File: config.mk
export PLATFORM = sky130hd
export DESIGN_NAME = seq_detect_arb
export DESIGN_NICKNAME = d
export VERILOG_FILES = /design/src/rtl/seq_detect_arb.sv
export SDC_FILE = /design/constraint.sdc
export NUM_CORES = 1
export LEC_CHECK = 0
export ABC_AREA = 1
export CAP_MARGIN = 20
export CORE_AREA = 2 2 84 86
export DETAILED_ROUTE_END_ITERATION = 10
export DIE_AREA = 0 0 86 88
export GPL_TIMING_DRIVEN = 0
export MAX_ROUTING_LAYER = met4
export PLACE_DENSITY = 0.57
export SLEW_MARGIN = 15
export SYNTH_ARGS = -nofsm -noshare
export SYNTH_HDL_FRONTEND = slang
export SYNTH_SLANG_ARGS = --single-unit
File: constraint.sdc
create_clock -name clk -period 1.21 [get_ports clk]
set_input_delay 0.3025 -clock clk [delete_from_list [all_inputs] [get_ports clk]]
set_output_delay 0.3025 -clock clk [all_outputs]
set_load 0.01 [all_outputs]
File: src/rtl/seq_detect_arb.sv
// Two-requester round-robin arbiter feeding a WIDTH-bit word MSB-first into a Mealy "0011" detector.
// Optional match interrupt (irq/irq_clr) is built when SEQ_MATCH_IRQ_EN is defined.
module seq_detect_arb #(
  parameter int WIDTH = 8
) (
  input  logic             clk,
  input  logic             reset,
  input  logic             req0_valid,
  input  logic             req1_valid,
  input  logic [WIDTH-1:0] req0_data,
  input  logic [WIDTH-1:0] req1_data,
  output logic             req0_ready,
  output logic             req1_ready,
  output logic             busy,
  output logic             ser_bit,
  output logic             det_z,
  output logic             done,
  output logic             done_id,
  output logic [3:0]       match_cnt
`ifdef SEQ_MATCH_IRQ_EN
  ,
  input  logic             irq_clr,
  output logic             irq
`endif
);

  typedef enum logic [1:0] {IDLE, SHIFT, DONE} state_t;
  typedef enum logic [1:0] {DET_A, DET_B, DET_C, DET_D} det_t;

  state_t           state;
  det_t             det_state;
  det_t             det_next;
  logic [WIDTH-1:0] shift_reg;
  logic [4:0]       bit_cnt;
  logic [3:0]       run_cnt;
  logic [3:0]       cnt_next;
  logic             last_grant;
  logic             cur_id;
  logic             grant1;
  logic             last_bit;

  // last_grant records who was served most recently; the other side wins a tie.
  always_comb begin
    grant1     = req1_valid && (!req0_valid || !last_grant);
    req1_ready = reset && (state == IDLE) && grant1;
    req0_ready = reset && (state == IDLE) && req0_valid && !grant1;
  end

  // The shift register drains to zero, so ser_bit is 0 whenever no word is in flight.
  assign ser_bit  = shift_reg[WIDTH-1];
  assign busy     = (state != IDLE);
  assign last_bit = (bit_cnt == 5'(WIDTH - 1));

  always_comb begin
    det_next = det_state;
    det_z    = 1'b0;
    if (state == SHIFT) begin
      case (det_state)
        DET_A: det_next = ser_bit ? DET_A : DET_B;
        DET_B: det_next = ser_bit ? DET_A : DET_C;
        DET_C: det_next = ser_bit ? DET_D : DET_C;
        DET_D: begin
          det_next = ser_bit ? DET_A : DET_B;
          det_z    = ser_bit;
        end
        default: det_next = DET_A;
      endcase
    end
    cnt_next = (det_z && run_cnt != 4'd15) ? run_cnt + 4'd1 : run_cnt;
  end

  always_ff @(posedge clk) begin
    if (!reset) begin
      state      <= IDLE;
      det_state  <= DET_A;
      shift_reg  <= '0;
      bit_cnt    <= '0;
      run_cnt    <= '0;
      last_grant <= 1'b1;
      cur_id     <= 1'b0;
      done       <= 1'b0;
      done_id    <= 1'b0;
      match_cnt  <= '0;
    end else begin
      done <= 1'b0;
      case (state)
        IDLE: begin
          if (req0_ready || req1_ready) begin
            shift_reg  <= grant1 ? req1_data : req0_data;
            last_grant <= grant1;
            cur_id     <= grant1;
            bit_cnt    <= '0;
            run_cnt    <= '0;
            det_state  <= DET_A;
            state      <= SHIFT;
          end
        end
        SHIFT: begin
          shift_reg <= {shift_reg[WIDTH-2:0], 1'b0};
          det_state <= det_next;
          run_cnt   <= cnt_next;
          bit_cnt   <= bit_cnt + 5'd1;
          if (last_bit) begin
            state     <= DONE;
            done      <= 1'b1;
            match_cnt <= cnt_next;
            done_id   <= cur_id;
          end
        end
        DONE:    state <= IDLE;
        default: state <= IDLE;
      endcase
    end
  end

`ifdef SEQ_MATCH_IRQ_EN
  // Raised on the same edge as done; a coincident clear loses to a new set.
  always_ff @(posedge clk) begin
    if (!reset) begin
      irq <= 1'b0;
    end else if (state == SHIFT && last_bit && cnt_next != 4'd0) begin
      irq <= 1'b1;
    end else if (irq_clr) begin
      irq <= 1'b0;
    end
  end
`endif

endmodule

# == Word level (Yosys, flattened, before mapping) ==
# Index checks and enable logic that the tools add are counted.
# classes
eq_ne,8
add_sub_neg,2
reduce_logical,21
n_mux,20
# ops
op,n
$mux W8,2
$pmux W8 S2,1
$pmux W5 S2,1
$reduce_and A2 Y1,5
$mux W2,4
$mux W4,2
$pmux W2 S2,2
$pmux W4 S2,1
$logic_and A1 B1 Y1,6
$pmux W2 S3,1
$add A5 B1 Y5 const B,1
$eq A5 B3 Y1 const B,1
$mux W1,5
$mux W5,1
$add A4 B1 Y4 const B,1
$eq A2 B1 Y1 const B,2
$eq A2 B2 Y1 const B,2
$logic_not A2 Y1,2
$ne A4 B4 Y1 const B,1
$reduce_bool A2 Y1,2
$logic_not A1 Y1,3
$logic_or A1 B1 Y1,2
$ne A2 B1 Y1 const B,1
$ne A2 B2 Y1 const B,1
$reduce_or A2 Y1,1
# word_totals
inputBits,20
word_cells,61
output_inout_bits,11
register_bits,29

# == Longest topological paths before layout ==
# depth
depth_word,8
mapped_depth,9

# == Worst setup path after synthesis ==
# Ideal clock, no wire load.
# synth_timing
path_type,register to register
start,register bit_cnt[0]
end,register match_cnt[0]
setup_slack_ps,-95
period_less_slack_ps,1305
t_required_ps,1094
setup_time_ps,116
n_path_buf,0
arrival_time_ps,1189
stages_incl_launch_ff,9
path_cell_list,dfxtp_1 -> ha_1 -> nand2_1 -> inv_1 -> nand3_1 -> nor2_4 -> nand3_1 -> o211ai_1 -> inv_1
# synth_between
elab_chain_cells,2
# synth_lines
element,line_no,text
"start, declared",34,logic [4:0] bit_cnt;
"start signal, assigned",102,bit_cnt <= bit_cnt + 5'd1;
$eq A5 B3 Y1,52,assign last_bit = (bit_cnt == 5'(WIDTH - 1));
$reduce_and A2 Y1 (no line),-,
"end signal, assigned",106,match_cnt <= cnt_next;
"end, declared",19,output logic [3:0] match_cnt
# No other way between the ends.
# A chain may end at the register's enable or synchronous reset.

# == Worst setup path in the final report ==
# layout_timing
start,register det_state[1]
end,output port det_z
# layout_between
elab_chain_cells,3
# layout_lines
element,line_no,text
"start, declared",31,det_t det_state;
"start signal, assigned",100,det_state <= det_next;
$eq A2 B2 Y1,58,case (det_state)
$mux W1,58,
$mux W1,57,if (state == SHIFT) begin
"end, declared",16,"output logic det_z,"
# No other way between the ends.

==> metrics.md <==
| Metric | Value |
|---|---|
| Syn_nets | 244 |
| RePlAce Congestion | 0.847 |
| Via count | 1,683 |
| Register area share after synthesis | 35.8% |
| Clock sinks | 29 |
| Crit-path max FO | 2 |
| Die width | 86 microns |
| DR pass1 iterations | 4 |
| Initial antenna violation count | 0 |
| Avg Vias per Cell | 4.60 |
| Static Leak | 1.19 nW |
| Slowest stage cell, crit path | dfxtp_2 |
| Largest register FFs | 8 |
| Largest net degree at the start of global routing | 11 |
| Final Util | 41.4% |
| VDD IR max | 0.000600 V |
| Die height | 88 microns |
| Synth area leader | dfxtp_1 |
| Vias in the first global route | 1,682 |
| Wirelength per Cell | 13.0 microns |
| CTS tree | built |
| Placed inst area | 2070 sq um |
| Final Cell Area | 2750 sq um |
| Share of layout cells above drive strength 1 | 46.2% |
| Clock skew | 0.00341 ns |
| Dpl hpwl | 2710 microns |
| # DRC | 0 |
| Final setup viols | 29 |
| Synth Instances | 219 |
| Port Buf Inserts | 29 |
| Total of max-cap violations | 0 |
| Die area | 7570 sq um |
| CP Capture Type | output port |
| Core Region | 6640 sq um |
| GRT Total Usage | 13.4% |
| Final min period | 1.43 ns |
| Clock Latency Late Sink | 0.28 ns |
| Mapped cell area | 1620 sq um |
| Final setup margin | -0.220 ns |
| CTS buffer count | 5 |
| Crit path cell chain | ha_4 -> nand2_2 -> nor2_4 -> buf_6 |
| Syn_area_per_cell | 7.40 sq um |
| Fillers | 671 |
| Asr flop ratio synth | 0% |
| Worst r2r src | state[1] |
| Hold WS | 0.464 ns |
| Synthesis-to-layout area growth | 69.7% |
| CP Data Arrival Time | 1.13 ns |
| Io pins | 31 |
| Max_slew headroom | 56.4% |
| H-Tree Depth | 2 |
| R2R Setup Slk | -0.15 ns |
| Iteration-0 DRC Markers | 37 |
| Synthesized flop and latch total | 29 |
| Critical path's largest stage delay | 0.36 ns |
| Synth warn | 0 |
| Clock root buffer | clkbuf_8 |
| Worst r2r path cells | 10 |
| Routed Antenna Nets | 0 |
| Total Wirelength | 4760 microns |
| Initial Util | 24.4% |
| RSZ-0062 raised after global routing | yes |
| Fin. max-slew vios | 0 |
| # rows | 30 |
| Most frequent cell after synthesis | nand2_1 |
| Hold_sp | cur_id |
| ANT cells | 0 |
| WS Path Type | flop to output port |
| Nets | 310 |
| Violated checks | negative setup slack |
| Post-synth EDFFs | 0 |
| Total grt overflow | 0 |
| F_max | 699 MHz |
| Slew at the pin closest to its max-slew limit | 0.654 ns |
| Top cells by count, synth | nand2_1, nand3_1, dfxtp_1, inv_1, a21oi_1 |
| Fin crit share | 118% |
| CP startpoint kind | flop |
| Top cell type's share of synthesized area | 35.8% |
| Status | finished, violations left |
| First-pass GRT wire length | 7870 microns |
| Post-synth top flop | dfxtp_1 |
| Hold depth | 2 |
| Power density cells | 1120 nW/um^2 |
| Synth top area cells | dfxtp_1, nand3_1, nand2_1, a21oi_1, inv_1 |
| Yosys cell types | 28 |
| Setup WS pre-CTS | -0.883 ns |
| Hold Crit Class | flop to flop |
| Fin. Hold Viols | 0 |
| Worst-path clk slew | 0.06 ns |
| Hold Path End | done_id |
| Max Root-Sink Buffers | 2 |
| Critical Path RT | 0.91 ns |
| Crit Reg-Reg Endpoint | shift_reg[6] |
==> area by class of cell <==
| type | instances | area [sq um] | share of cell area, % |
|---|---|---|---|
| Buffer | 7 | 67.6 | 2.46 |
| Clock buffer | 7 | 96.3 | 3.50 |
| Clock inverter | 1 | 5.00 | 0.182 |
| Inverter | 22 | 95.1 | 3.46 |
| Multi-Input combinational cell | 162 | 1210 | 44.1 |
| Sequential cell | 29 | 607 | 22.1 |
| Tap cell | 80 | 100 | 3.64 |
| Timing Repair Buffer | 58 | 568 | 20.6 |
==> stage by stage <==
stage / TNS [ns] / power, mW / std cells
4_1_cts: -2.68 / 3.05 / 361
3_5_place_dp: -17.00 / 1.84 / 328
5_1_grt: -4.91 / 3.26 / 366
2_1_floorplan: 0 / 1.64 / 219
3_3_place_gp: -16.66 / 1.83 / 328
6_report: -2.95 / 3.08 / 366
==> cell families (layout without fill, tap and decap cells) <==
| kind of cell | after synthesis | in the layout | synth area share (%) |
|---|---|---|---|
| AO/OA/AOI/OAI | 32 | 32 | 10.6 |
| AND/OR/NAND/NOR | 121 | 122 | 39.0 |
| XOR/XNOR | 3 | 3 | 1.62 |
| flip-flops | 29 | 29 | 35.8 |
| buffers and inverters | 29 | 95 | 9.10 |
| adder cells (fa/ha/maj) | 5 | 5 | 3.86 |
==> per-layer routing <==
| layer | up-vias | wire, microns | GRT usage, % |
|---|---|---|---|
| li1 | 851 | - | - |
| met1 | 804 | 2080 | 15.6 |
| met2 | 26 | 2490 | 23.3 |
| met3 | 2 | 169 | 2.73 |
| met4 | 0 | 22 | 3.75 |
| met5 | - | 0 | - |
==> worst max-delay path by stage <==
stage | start | end | depth (start not counted) | slack, ns
CTS | state[1] | det_z | 5 | -0.22
finish | det_state[1] | det_z | 4 | -0.22
global route | state[1] | shift_reg[4] | 10 | -0.26
floorplan | req1_valid | shift_reg[7] | 8 | 0.00002
global placement | reset | req1_ready | 6 | -0.87
detailed placement | req0_valid | req0_ready | 6 | -0.88
==> what timing repair did <==
action | CTS | global route
cloned | 4 | 0
pin swaps | 20 | 16
endpoints found under the setup margin | 38 | 33
hold endpoints to repair | 0 | 0
resized for setup | 94 | 34
hold buffers | 0 | 0
buffers inserted | 21 | 6
==> report_power, final <==
group | total, mW | switching, mW | leakage, nW | internal (mW)
Clock | 0.892 | 0.379 | 0.0542 | 0.514
Sequential | 1.11 | 0.0663 | 0.242 | 1.05
Combinational | 1.08 | 0.514 | 0.891 | 0.564
Total | 3.08 | 0.959 | 1.19 | 2.12
==> worst max-delay path: cells and delay by family, from the launching register on <==
kind | cells | cell delay (ns)
buffers and inverters | 1 | 0.12
AND/OR/NAND/NOR | 2 | 0.23
adder cells (fa/ha/maj) | 1 | 0.13
flip-flops | 1 | 0.36
==> cell usage in the layout (no fill, tap or decap), drive strengths merged <==
master         instances
nand2                 54
buf                   40
o21a                   2
o21ai                 13
clkinv                 2
inv                   21
nor2                  18
xor2                   1
nand3                 43
o211ai                 3
dlygate4sd2            4
ha                     5
or2                    7
clkdlybuf4s50         16
xnor2                  2
a21oi                 14
clkdlybuf4s15          3
clkbuf                 9
dfxtp                 29
(Power assumes the default switching activity.)
